===== config.mk =====
export PLATFORM = sky130hd
export DESIGN_NAME = uart_tx_framer
export DESIGN_NICKNAME = d
export VERILOG_FILES = /design/src/rtl/uart_tx_pkg.sv /design/src/rtl/uart_baud_tick.sv /design/src/rtl/uart_tx_framer.sv
export SDC_FILE = /design/constraint.sdc
export NUM_CORES = 1
export LEC_CHECK = 0
export ABC_AREA = 1
export CAP_MARGIN = 20
export CORE_ASPECT_RATIO = 0.6
export CORE_MARGIN = 1.5
export CORE_UTILIZATION = 50
export DETAILED_ROUTE_END_ITERATION = 10
export PLACE_DENSITY = 0.77
export REMOVE_ABC_BUFFERS = 1
export SKIP_LAST_GASP = 1
export SLEW_MARGIN = 20
export SYNTH_ARGS = -nofsm -noshare
export SYNTH_HDL_FRONTEND = slang
export SYNTH_SLANG_ARGS = --single-unit
export TNS_END_PERCENT = 10

===== constraint.sdc =====
create_clock -name clk -period 1.5 [get_ports clk]
set_input_delay 0.375 -clock clk [delete_from_list [all_inputs] [get_ports clk]]
set_output_delay 0.375 -clock clk [all_outputs]
set_load 0.01 [all_outputs]

===== src/rtl/uart_tx_pkg.sv =====
// uart_tx_pkg: shared state encoding and line levels for the UART transmit path
package uart_tx_pkg;
  typedef enum logic [2:0] {IDLE, START, DATA, PARITY, STOP} tx_state_t;
  localparam logic TX_IDLE_LEVEL = 1'b1;
  localparam logic START_LEVEL   = 1'b0;
  localparam logic STOP_LEVEL    = 1'b1;
endpackage


===== src/rtl/uart_baud_tick.sv =====
// uart_baud_tick: bit-period counter, pulses tick on the last cycle of each bit
module uart_baud_tick #(
  parameter int CLKS_PER_BIT = 868
) (
  input  logic clk,
  input  logic reset,
  input  logic clear,
  output logic tick
);
  localparam int W = $clog2(CLKS_PER_BIT);
  localparam logic [W-1:0] LAST = W'(CLKS_PER_BIT - 1);
  logic [W-1:0] cnt_q, cnt_d;
  assign tick = cnt_q == LAST;
  always_comb cnt_d = (clear || tick) ? '0 : cnt_q + W'(1);
  always_ff @(posedge clk) cnt_q <= reset ? '0 : cnt_d;
endmodule


===== src/rtl/uart_tx_framer.sv =====
// uart_tx_framer: byte-to-serial UART frame generator (start, data LSB first, stop).
// Define UART_TX_PARITY_EN to insert a parity bit after the data bits.
module uart_tx_framer
  import uart_tx_pkg::*;
#(
  parameter int CLKS_PER_BIT = 868,
  parameter int DATA_BITS    = 8,
  parameter int STOP_BITS    = 1,
  parameter int PARITY_ODD   = 0
) (
  input  logic                 clk,
  input  logic                 reset,
  input  logic [DATA_BITS-1:0] tx_data,
  input  logic                 tx_valid,
  output logic                 tx_ready,
  output logic                 tx,
  output logic                 busy,
  output logic                 done
);
  localparam int BW = $clog2(DATA_BITS);
  localparam logic [BW-1:0] LAST_BIT = BW'(DATA_BITS - 1);
  localparam logic LAST_STOP = 1'(STOP_BITS - 1);
  if (CLKS_PER_BIT < 2 || DATA_BITS < 5 || DATA_BITS > 8 || STOP_BITS < 1 || STOP_BITS > 2 ||
      PARITY_ODD < 0 || PARITY_ODD > 1) begin : g_bad_cfg
    $error("uart_tx_framer: unsupported parameter combination");
  end
  tx_state_t state_q, state_d;
  logic [DATA_BITS-1:0] sh_q, sh_d;
  logic [BW-1:0] bit_q, bit_d;
  logic stop_q, stop_d, tx_q, tx_d, done_q, done_d, tick, accept;
`ifdef UART_TX_PARITY_EN
  logic par_q, par_d;
`endif
  assign tx_ready = state_q == IDLE;
  assign busy     = !tx_ready;
  assign tx       = tx_q;
  assign done     = done_q;
  assign accept   = tx_valid && tx_ready;
  uart_baud_tick #(.CLKS_PER_BIT(CLKS_PER_BIT)) u_baud (
    .clk  (clk),
    .reset(reset),
    .clear(accept),
    .tick (tick)
  );
  always_comb begin
    state_d = state_q;
    sh_d    = sh_q;
    bit_d   = bit_q;
    stop_d  = stop_q;
    done_d  = 1'b0;
`ifdef UART_TX_PARITY_EN
    par_d   = par_q;
`endif
    case (state_q)
      IDLE: if (accept) begin
        state_d = START;
        sh_d    = tx_data;
        bit_d   = '0;
        stop_d  = 1'b0;
`ifdef UART_TX_PARITY_EN
        par_d   = ^tx_data ^ 1'(PARITY_ODD);
`endif
      end
      START: if (tick) state_d = DATA;
      DATA: if (tick) begin
        sh_d  = sh_q >> 1;
        bit_d = bit_q + BW'(1);
`ifdef UART_TX_PARITY_EN
        if (bit_q == LAST_BIT) state_d = PARITY;
`else
        if (bit_q == LAST_BIT) state_d = STOP;
`endif
      end
`ifdef UART_TX_PARITY_EN
      PARITY: if (tick) state_d = STOP;
`endif
      STOP: if (tick) begin
        stop_d = stop_q + 1'b1;
        if (stop_q == LAST_STOP) begin
          state_d = IDLE;
          done_d  = 1'b1;
        end
      end
      default: state_d = IDLE;
    endcase
    // tx is registered from the next state so the line changes exactly on bit boundaries
    tx_d = state_d == START ? START_LEVEL :
           state_d == DATA  ? sh_d[0]     :
           state_d == STOP  ? STOP_LEVEL  : TX_IDLE_LEVEL;
`ifdef UART_TX_PARITY_EN
    if (state_d == PARITY) tx_d = par_d;
`endif
  end
  always_ff @(posedge clk) begin
    if (reset) begin
      state_q <= IDLE;
      sh_q    <= '0;
      bit_q   <= '0;
      stop_q  <= 1'b0;
      tx_q    <= TX_IDLE_LEVEL;
      done_q  <= 1'b0;
    end else begin
      state_q <= state_d;
      sh_q    <= sh_d;
      bit_q   <= bit_d;
      stop_q  <= stop_d;
      tx_q    <= tx_d;
      done_q  <= done_d;
    end
  end
`ifdef UART_TX_PARITY_EN
  always_ff @(posedge clk) par_q <= reset ? 1'b0 : par_d;
`endif
endmodule


==> results by group, run 1 <==
Floorplanning
  • Die area: 3010 µm²
  • Std-Cell Rows: 14
  • Height of the die: 43.1 µm
  • Total core area: 2520 µm²
  • Initial Util: 53.1%
  • I/O pin cnt: 15
  • Die Wd: 69.8 µm

Critical path
  • CP max FO: 1
  • Delay-heaviest family, CP: buffers and inverters
  • WS Path Type: flop to output port
  • CP max stage delay: 0.53 ns
  • Critical path, cell by cell: clkdlybuf4s50_1
  • Startpoint types: flop
  • CP required: 1.12 ns
  • CP endpoint kind: output port
  • Arr. time, crit path: 1.13 ns
  • Buffers & Inverters on Critical Path: 1
  • Slowest cell on crit path: clkdlybuf4s50_1

Run status
  • Status: complete, but fails checks
  • Failing checks: negative setup slack

CTS
  • Root buffer cell: clkbuf_8
  • Clk pin slew, worst setup/hold paths: 0.09 ns
  • CTS Hold Bufs: 0
  • Clock Latency Late Sink: 0.28 ns
  • H-tree depth: 1
  • Num Clock Sinks: 27
  • Clock buffer count from CTS: 3
  • CTS tree: done
  • Max clock buf depth: 2
  • Post-CTS Setup Inserts: 0

STA
  • Final clock skew: 0.00655 ns
  • RSZ-0062 raised after global routing: yes
  • Worst slew pin tran: 0.352 ns
  • Min Hold Slack: 0.470 ns
  • Final Hold Fails: 0
  • Worst slew margin: 76.3%
  • Setup ws final: -0.00903 ns
  • # setup viols final: 1
  • Max-slew violation count: 0
  • Fmax: 663 MHz
  • Part of the cycle the worst path needs: 101%
  • Final min period: 1.51 ns

Synthesis
  • Cells after Synth: 184
  • Yosys cell types: 30
  • Sequential cell area fraction in the yosys report: 40.4%
  • Register bit total from synthesis: 27
  • Netlist Area Pre-Place: 1340 µm²
  • Warnings from Yosys: 0
  • Synth Area per Inst: 7.28 µm²

Power and ir drop
  • VDD IR max: 0.609 mV
  • PD cells: 850 nW/µm²
  • Pwr Total: 1.38 mW
  • Leak pwr: 0.713 nW

Global route
  • Largest net degree at the start of global routing: 15
  • Overall Global Routing Usage: 21.3%
  • Vias in the first global route: 1202
  • Initial antenna violation count: 0
  • Global-route wire length before repair: 4950 µm
  • GR Overflow Total: 0

Flow run
  • Max-cap violations: 0

Final layout
  • # diodes: 0
  • Layout cell share with drive strength beyond 1: 18.4%
  • Commonest non-fill, non-tap cell in the layout: nand2_1
  • Most frequent cells in the layout: nand2_1 (41), nor2_1 (24), inv_1 (23), dfxtp_1 (23), nand3_1 (12)
  • Area Overhead vs Synth: 21.3%
  • NumNets Final: 221
  • Final instance area: 1620 µm²

Placement
  • Placed cell area: 1550 µm²
  • DP HPWL: 2180 µm
  • Port bufs: 14
  • Routability cong.: 0.867
  • Setup WS pre-CTS: -0.121 ns

Route
  • DR vias: 1199
  • DR iter-0 viols: 100
  • Drt wl/cell: 11.7 µm
  • DRT antenna net count: 0
  • 1st-pass router iterations: 6
  • DR vias/cell: 5.04
  • Drc violations: 0
  • Total wire length: 2790 µm

Worst hold path
  • Hold crit path type: flop to flop
==> sequential cells by signal, summed over array words and instances (netlist names) <==
| register | flops |
|---|---|
| done | 1 |
| u_baud.cnt_q | 10 |
| sh_q | 8 |
| stop_q | 1 |
| state_q | 3 |
| bit_q | 3 |
| tx | 1 |
==> cell usage after synthesis (all sizes together) <==
cell type / instances / area [µm²]
nand2: 45 / 189
inv: 29 / 111
nor2: 29 / 145
dfxtp: 27 / 541
nand3: 15 / 105
a21oi: 10 / 57.6
o21ai: 9 / 48.8
nor3: 6 / 30.0
clkinv: 3 / 13.8
ha: 3 / 37.5
nand4: 2 / 12.5
nor3b: 2 / 20.0
buf: 1 / 5.00
nor4: 1 / 6.26
o21bai: 1 / 7.51
xor2: 1 / 8.76
==> layout make-up <==
type	instances	area (µm²)
fill	223	898
tap	32	40.0
clock buffer	4	45.0
sequential	27	546
timing repair buffer	19	178
multi-input combinational	124	691
inverter	32	125
==> repair_timing <==
item	4_1_cts	5_1_grt
endpoints found under the setup margin	5	18
pin swaps	1	1
gates resized for setup	5	6
endpoints found under the hold margin	0	0
==> path summary, 6_finish.rpt <==
path / end / slack, ns / from / cells past startpoint
worst max-delay path: tx / -0.009 / tx / 1
worst min-delay path: u_baud.cnt_q[0] / 0.47 / u_baud.cnt_q[0] / 1
worst max register to register: bit_q[1] / 0.07 / u_baud.cnt_q[1] / 8
worst min register to register: u_baud.cnt_q[0] / 0.47 / u_baud.cnt_q[0] / 1
==> cell families after synthesis <==
group / Yosys count / synth area share, %
simple gates: 100 / 37.9
xor+xnor: 1 / 0.654
compound gates: 20 / 8.51
flops: 27 / 40.4
fa+ha+maj: 3 / 2.80
buf+inv: 33 / 9.72
==> worst reg2reg max path: stages (launching register included) <==
cell     delay, ns
dfxtp_1       0.38
ha_4          0.16
nand2_1       0.09
nor2_4        0.20
nand3_4       0.16
nand2_4       0.12
inv_2         0.06
a21oi_1       0.11
nor2_1        0.05
==> where the power goes <==
| group | internal, mW | total, mW | leakage [nW] | switching (mW) |
|---|---|---|---|---|
| registers | 0.749 | 0.769 | 0.222 | 0.0206 |
| clock network | 0.191 | 0.422 | 0.0228 | 0.231 |
| logic | 0.0891 | 0.190 | 0.468 | 0.101 |
==> layer usage <==
layer	GRT usage [%]	part of all wire, %	vias up
li1	-	-	619
met1	26.3	48	534
met2	36.0	46	44
met3	5.94	6.1	2
met4	7.31	0.57	0
met5	0	0	-
==> through the flow <==
| step | TNS [ns] | utilization (%) | cells |
|---|---|---|---|
| floorplan | 0 | - | 183 |
| global placement | -0.451 | 61.5 | 234 |
| detailed placement | -1.21 | 61.5 | 234 |
| CTS | -0.0489 | 63.3 | 238 |
| global route | -0.261 | 64.4 | 238 |
| finish | -0.00903 | 64.4 | 238 |
No activity file was read; power rests on OpenSTA's default activity.
==> inputs of run 2 (changes only) <==
- SLEW_MARGIN: 20 -> 15
==> results of run 2 <==
No change in the layout: final DEF, timing and power equal those of run 1.
